[config.mk]
export PLATFORM = sky130hd
export DESIGN_NAME = svi_sdram_arb
export DESIGN_NICKNAME = d
export VERILOG_FILES = /design/src/rtl/svi_sdram_arb.sv
export SDC_FILE = /design/constraint.sdc
export NUM_CORES = 1
export LEC_CHECK = 0
export BUFFER_PORTS_ARGS = -buffer_cell sky130_fd_sc_hd__buf_4
export CORE_ASPECT_RATIO = 0.6
export CORE_MARGIN = 4
export CORE_UTILIZATION = 39
export DETAILED_ROUTE_END_ITERATION = 8
export PLACE_DENSITY = 0.75
export RECOVER_POWER = 50
export SYNTH_ARGS = -nofsm -noshare
export SYNTH_HDL_FRONTEND = slang
export SYNTH_SLANG_ARGS = --single-unit
[constraint.sdc]
create_clock -name clk -period 1.6 [get_ports clk]
set_clock_uncertainty 0.2 [all_clocks]
set_input_delay 0.16 -clock clk [delete_from_list [all_inputs] [get_ports clk]]
set_output_delay 0.16 -clock clk [all_outputs]
set_load 0.05 [all_outputs]
[src/rtl/svi_sdram_arb.sv]
// svi_sdram_arb: two-port arbiter in front of the SVI-328 SDRAM controller.
// Port A (Z80 CPU) and port B (ROM/cartridge loader) hold level requests. Each
// granted request becomes one rising edge on sd_rd or sd_we. Completion is taken
// from sd_ready, covering both the busy-then-ready case and the same-word read
// shortcut, where sd_ready never drops.
// Optional feature: define SVI_SDRAM_ARB_RR_EN for round-robin arbitration.
// Without it, port A has fixed priority over port B.
//
// Client handshake: the client raises req with we/addr/din stable and keeps it
// high until the one-cycle ack pulse. For reads, dout is valid in the ack cycle
// and holds until the next read ack on that port. If req is still high in the
// cycle after ack, the arbiter treats it as a new request.
module svi_sdram_arb #(
   parameter int AW = 25
) (
   input  logic          clk,
   input  logic          init_n,
   input  logic          a_req,
   input  logic          a_we,
   input  logic [AW-1:0] a_addr,
   input  logic [7:0]    a_din,
   output logic [7:0]    a_dout,
   output logic          a_ack,
   input  logic          b_req,
   input  logic          b_we,
   input  logic [AW-1:0] b_addr,
   input  logic [7:0]    b_din,
   output logic [7:0]    b_dout,
   output logic          b_ack,
   output logic          sd_rd,
   output logic          sd_we,
   output logic [AW-1:0] sd_addr,
   output logic [15:0]   sd_din,
   output logic [1:0]    sd_wtbt,
   input  logic [15:0]   sd_dout,
   input  logic          sd_ready,
   output logic [2:0]    dbg_state
);

   localparam logic [2:0] S_IDLE  = 3'd0;
   localparam logic [2:0] S_ISSUE = 3'd1;
   localparam logic [2:0] S_CHECK = 3'd2;
   localparam logic [2:0] S_WAIT  = 3'd3;
   localparam logic [2:0] S_DONE  = 3'd4;

   logic [2:0]    state;
   logic          gnt_b;     // port being served: 0 = A, 1 = B
   logic          we_q;      // direction of the access in flight
   logic          sel_b;     // port chosen if a grant happens this cycle
   logic          req_we;
   logic [AW-1:0] req_addr;
   logic [7:0]    req_din;
   logic [7:0]    unused_dout_hi;

   // The controller returns the addressed byte in [7:0], so the upper byte is not used.
   assign unused_dout_hi = sd_dout[15:8];
   // The controller selects the byte from addr[0] when both wtbt bits are low.
   assign sd_wtbt   = 2'b00;
   assign dbg_state = state;

`ifdef SVI_SDRAM_ARB_RR_EN
   logic ptr_b;              // port that wins a tie next: 0 = A, 1 = B

   // Round-robin: a tie goes to the pointer, and a lone request always wins.
   assign sel_b = b_req & (~a_req | ptr_b);

   // After each completed access, point at the port that was not just served.
   always_ff @(posedge clk or negedge init_n) begin
      if (!init_n) begin
         ptr_b <= 1'b0;
      end else if ((state == S_CHECK || state == S_WAIT) && sd_ready) begin
         ptr_b <= ~gnt_b;
      end
   end
`else
   // Fixed priority: port B wins only when port A is not requesting.
   assign sel_b = ~a_req;
`endif

   // Mux the selected client's request fields.
   always_comb begin
      req_we   = a_we;
      req_addr = a_addr;
      req_din  = a_din;
      if (sel_b) begin
         req_we   = b_we;
         req_addr = b_addr;
         req_din  = b_din;
      end
   end

   // Access sequencer: IDLE grant -> ISSUE -> CHECK -> (WAIT) -> DONE -> IDLE.
   always_ff @(posedge clk or negedge init_n) begin
      if (!init_n) begin
         state   <= S_IDLE;
         gnt_b   <= 1'b0;
         we_q    <= 1'b0;
         sd_rd   <= 1'b0;
         sd_we   <= 1'b0;
         sd_addr <= '0;
         sd_din  <= '0;
         a_ack   <= 1'b0;
         b_ack   <= 1'b0;
         a_dout  <= '0;
         b_dout  <= '0;
      end else begin
         a_ack <= 1'b0;
         b_ack <= 1'b0;
         case (state)
            S_IDLE: begin
               // Waiting for sd_ready also covers controller startup and any
               // access orphaned by a reset.
               if (sd_ready && (a_req || b_req)) begin
                  gnt_b   <= sel_b;
                  we_q    <= req_we;
                  sd_addr <= req_addr;
                  sd_din  <= {req_din, req_din};
                  sd_rd   <= ~req_we;
                  sd_we   <= req_we;
                  state   <= S_ISSUE;
               end
            end
            S_ISSUE: begin
               // Give the controller one cycle to register the edge.
               state <= S_CHECK;
            end
            S_CHECK, S_WAIT: begin
               // In CHECK, ready still high means a same-word read hit.
               // In WAIT, ready high means the busy period is over.
               if (sd_ready) begin
                  sd_rd <= 1'b0;
                  sd_we <= 1'b0;
                  a_ack <= ~gnt_b;
                  b_ack <= gnt_b;
                  if (!we_q && !gnt_b) a_dout <= sd_dout[7:0];
                  if (!we_q &&  gnt_b) b_dout <= sd_dout[7:0];
                  state <= S_DONE;
               end else begin
                  state <= S_WAIT;
               end
            end
            S_DONE: begin
               // The request lines stay low for DONE and IDLE, so the next
               // access always starts with a clean rising edge.
               state <= S_IDLE;
            end
            default: state <= S_IDLE;
         endcase
      end
   end

endmodule

# --- After elaboration in Yosys (flattened, before gate mapping) ---
# Cells that the tools add are included.
word_totals:
  ff_bits: 66
  inputBits: 89
  out_inout_bits: 66
  wordCells: 47
op_classes:
  eq_ne: 5
  n_mux: 15
  bitwise: 3
  n_reduce_logical: 13
op_table:
  columns: ["cell", "n"]
  rows:
  - ["$mux W25", 1]
  - ["$pmux W3 S3", 1]
  - ["$reduce_and A3 Y1", 3]
  - ["$mux W1", 8]
  - ["$mux W8", 1]
  - ["$eq A3 B2 Y1 const B", 2]
  - ["$mux W3", 2]
  - ["$ne A2 B2 Y1 const B", 2]
  - ["$pmux W1 S2", 2]
  - ["$eq A3 B1 Y1 const B", 1]
  - ["$logic_and A1 B1 Y1", 3]
  - ["$logic_not A3 Y1", 1]
  - ["$not A1 Y1", 3]
  - ["$logic_not A1 Y1", 2]
  - ["$reduce_and A2 Y1", 1]
  - ["$reduce_bool A2 Y1", 1]
  - ["$reduce_or A2 Y1", 1]
  - ["$logic_or A1 B1 Y1", 1]

# --- Depth between registers and ports, before layout ---
depth:
  word_depth: 4
  depth_mapped: 7
  ltp_nobuf: 3

# --- Least setup slack after synthesis ---
# Ideal clock, no wire load.
synth_timing:
  path_kind: "reg2reg"
  startpoint: "register state[2] (netlist: dbg_state[2])"
  endpoint: "register b_dout[0]"
  arrival_ns: 1.735
  t_required_ns: 1.275
  path_slack_ns: -0.460
  path_stages_with_launch: 5
  path_buffers: 1
  path_cell_list: "dfrtp_1 nand3b_2 or3_1 buf_6 mux2_4"
synth_via:
  elab_chain_cells: 3
  elab_cells_between_ends: 4
  classes_between: "2 x eq/ne; 2 x reduce/logical"
synth_rtl:
  columns: ["item", "line", "rtl"]
  rows:
  - ["from (decl)", "46", "logic [2:0] state;"]
  - ["from (signal assigned)", "95", "state <= S_IDLE;"]
  - ["from (signal assigned)", "120", "state <= S_ISSUE;"]
  - ["from (signal assigned)", "125", "state <= S_CHECK;"]
  - ["$eq A3 B2 Y1", "109", "case (state)"]
  - ["$reduce_or A2 Y1 (*)", "109", null]
  - ["$reduce_and A3 Y1 (no source line) (*)", null, null]
  - ["to (signal assigned)", "136", "if (!we_q && gnt_b) b_dout <= sd_dout[7:0];"]
  - ["to (decl)", "28", "output logic [7:0] b_dout,"]
# Mark *: on every way between the ends. The rest lies on a longest branch, timed or not.
# A chain may end at the register's enable or synchronous reset.

# --- Final worst setup path ---
layout_timing:
  startpoint: "register state[1] (netlist: dbg_state[1])"
  endpoint: "register b_dout[3]"
# Same word-level chain as after synthesis.

==> results.yml <==
run_status:
  outcome: "finished, violations left"
  failed_checks: "negative setup slack"
clock_tree:
  cts_tree: "yes"
  cts_max_level: 3
  clockBufferDepth: 2
  cts_root_buffer: "clkbuf_16"
  clock_latency_ns: 0.32
  numCtsBuffers: 9
  clkTransAtPathRegs_ns: 0.05
  clock-sinks: 58
sta:
  fin_crit_ns: 1.71
  fin_crit_sh_pct: 107
  finalWorstSetupSlack_ns: -0.113
  setup_tns_ns: -3.27
  slew_headroom_pct: 42.0
  final-hold-violation-count: 0
  fmax_mhz: 584
  finalSetupViolations: 46
  drv_slew: 0
  rsz0062_at_grt: "yes"
  tightest_slew_ns: 0.870
setup_path:
  critical_path_class: "reg -> reg"
  crit_fanout: 4
  reg2reg_slack_ns: -0.11
  cp-start-kind: "flip-flop"
  critPathCaptureType: "flip-flop"
  worst_ep_arrival_time_ns: 1.71
  regToRegStartpoint: "dbg_state[1]"
  r2r_cells: 4
  required_ns: 1.60
  rr_endpoint: "b_dout[3]"
route:
  routedWlPerCell_um: 16.7
  first_pass_iters: 4
  ant_nets: 0
  viasPerCell: 4.84
  detail_route.iter0.violations: 172
  dr_total_vias: 2629
  wl_um: 9060
  drt_drc_violations_left: 0
global_routing:
  gr-usage-all-layers_pct: 21.5
  grt_start_max_net_pins: 36
  antenna_found_initial: 0
  overflow: 0
  grt_pass1_wl_um: 13900
  grt_pass1_vias: 2746
floorplan:
  start_util_pct: 40.1
  core_sq_um: 6650
  die_y_um: 72.1
  dieArea_sq_um: 8270
  placementRows: 23
  die_w_um: 115
  io_pins: 155
layout:
  fin_area_sq_um: 5280
  layout.cells.non_filler: 543
  drive_gt1_share_pct: 53.7
  antennaDiodeCount: 0
  nets: 540
  syn_to_final_growth_pct: 97.8
power_and_ir_drop:
  total_power_mw: 11.2
  ir_worst_vdd_v: 0.00150
  p_leak_nw: 2.54
  power_density_nw_per_um2: 2110
yosys:
  yosys_warnings: 0
  syn_inst: 223
  synth.avg_cell_area_sq_um: 12.0
  yosysSeqAreaShare_pct: 54.4
  ys_types: 26
  syn_area_sq_um: 2670
  synth_seq_cells: 58
place:
  place.gp.congestion: 0.735
  placement.io_buffers: 144
  placed_area_sq_um: 3980
  dp_hpwl_um: 5680
  dpl.cell_count: 447
  pre_cts_slack_ns: -0.112
min_path:
  hold_start: "a_addr[6]"
  whs_endpoint: "sd_addr[6]"
  min_path_cells: 3
  hold_class: "in -> reg"
run:
  drv_cap: 0
worst max path at each step:
stage | to | start | cells after the start | slack, ns
2_1_floorplan | b_dout[0] | dbg_state[2] | 4 | -0.24
3_3_place_gp | sd_we | dbg_state[2] | 5 | -0.06
3_5_place_dp | sd_we | dbg_state[2] | 5 | -0.11
4_1_cts | a_dout[4] | dbg_state[2] | 5 | -0.08
5_1_grt | sd_din[10] | dbg_state[2] | 7 | -0.17
6_report | b_dout[3] | dbg_state[1] | 4 | -0.11
per-stage QoR:
step | hold slack (ns) | util, %
final | 0.00346 | 79.4
after floorplan | -0.336 | -
after global placement | -0.0591 | 59.9
after CTS | 0.00202 | 78.0
after global routing | 0.0194 | 79.4
after detailed placement | -0.0595 | 59.9
cell usage in the layout (no fill, tap or decap), types with 2 or more instances in the layout:
| master | instances |
|---|---|
| a21oi_2 | 35 |
| a21oi_1 | 31 |
| mux2_4 | 16 |
| conb_1 | 2 |
| clkbuf_16 | 9 |
| dfrtp_2 | 2 |
| nor2_1 | 3 |
| bufinv_16 | 2 |
| inv_1 | 3 |
| mux2i_1 | 36 |
| dfrtp_1 | 56 |
| buf_6 | 8 |
| buf_4 | 150 |
| dlygate4sd3_1 | 73 |
| clkbuf_8 | 3 |
| buf_12 | 8 |
synthesized netlist by cell type (all sizes together):
master | instances | area share, %
and2 | 1 | 0.23
o221a | 1 | 0.42
o21a | 1 | 0.28
dfrtp | 58 | 54
nand3b | 1 | 0.42
nor2 | 3 | 0.42
o21bai | 1 | 0.28
or3 | 1 | 0.23
or2b | 1 | 0.33
nor3 | 1 | 0.38
or2 | 1 | 0.23
nand3 | 1 | 0.19
nor4b | 1 | 0.89
clkbuf | 7 | 0.98
conb | 1 | 0.14
o21ai | 1 | 0.19
buf | 19 | 5.4
nand2 | 1 | 0.14
mux2 | 16 | 7.9
mux2i | 36 | 14
a21oi | 66 | 12
inv | 3 | 0.42
nor2b | 1 | 0.23
metal layers:
metal / vias to the layer above / wire (um) / global-route usage [%]
li1: 1238 / - / -
met1: 1268 / 3740 / 26.0
met2: 109 / 4380 / 36.8
met3: 14 / 809 / 7.75
met4: 0 / 123 / 5.99
met5: - / 0 / 0
power breakdown:
part           internal (mW)  total [mW]  switching [mW]
Clock                   1.48        2.11           0.625
Sequential              2.17        2.67           0.498
Combinational           2.33        6.39            4.05
Total                   5.99        11.2            5.17
sequential cells by signal (all words and copies together), names as in the netlist:
signal     cells
a_ack          1
a_dout         8
b_ack          1
b_dout         8
dbg_state      3
gnt_b          1
sd_addr       25
sd_din         8
sd_rd          1
sd_we          1
we_q           1
worst max-delay path: stages, from the launching register on:
cell	delay (ns)
dfrtp_1	0.48
nand3b_4	0.12
or3_4	0.35
buf_6	0.14
mux2_4	0.29
repair_timing:
| item | CTS | global route |
|---|---|---|
| cloned | 1 | 0 |
| hold endpoints to repair | 107 | 0 |
| pin swaps | 0 | 2 |
| setup buffers | 4 | 3 |
| resized for setup | 12 | 25 |
| setup endpoints to repair | 47 | 54 |
| hold buffers | 73 | 0 |
cells by family after synthesis:
family | after synthesis | share of synthesized area [%]
other cells | 1 | 0.141
compound gates | 70 | 13.5
buf+inv | 29 | 6.84
simple gates | 13 | 3.70
mux | 52 | 21.4
flops | 58 | 54.4
area by class of cell:
cell class	instances	area (sq um)
fillers	394	1370
repair buffers	242	2130
flip-flops and latches	58	1450
clock buffers	12	267
inverters	3	11.3
multi-input cells	137	1240
well taps	87	109
clock inverters	4	72.6
Note: power is estimated with default switching activity, not from simulation.
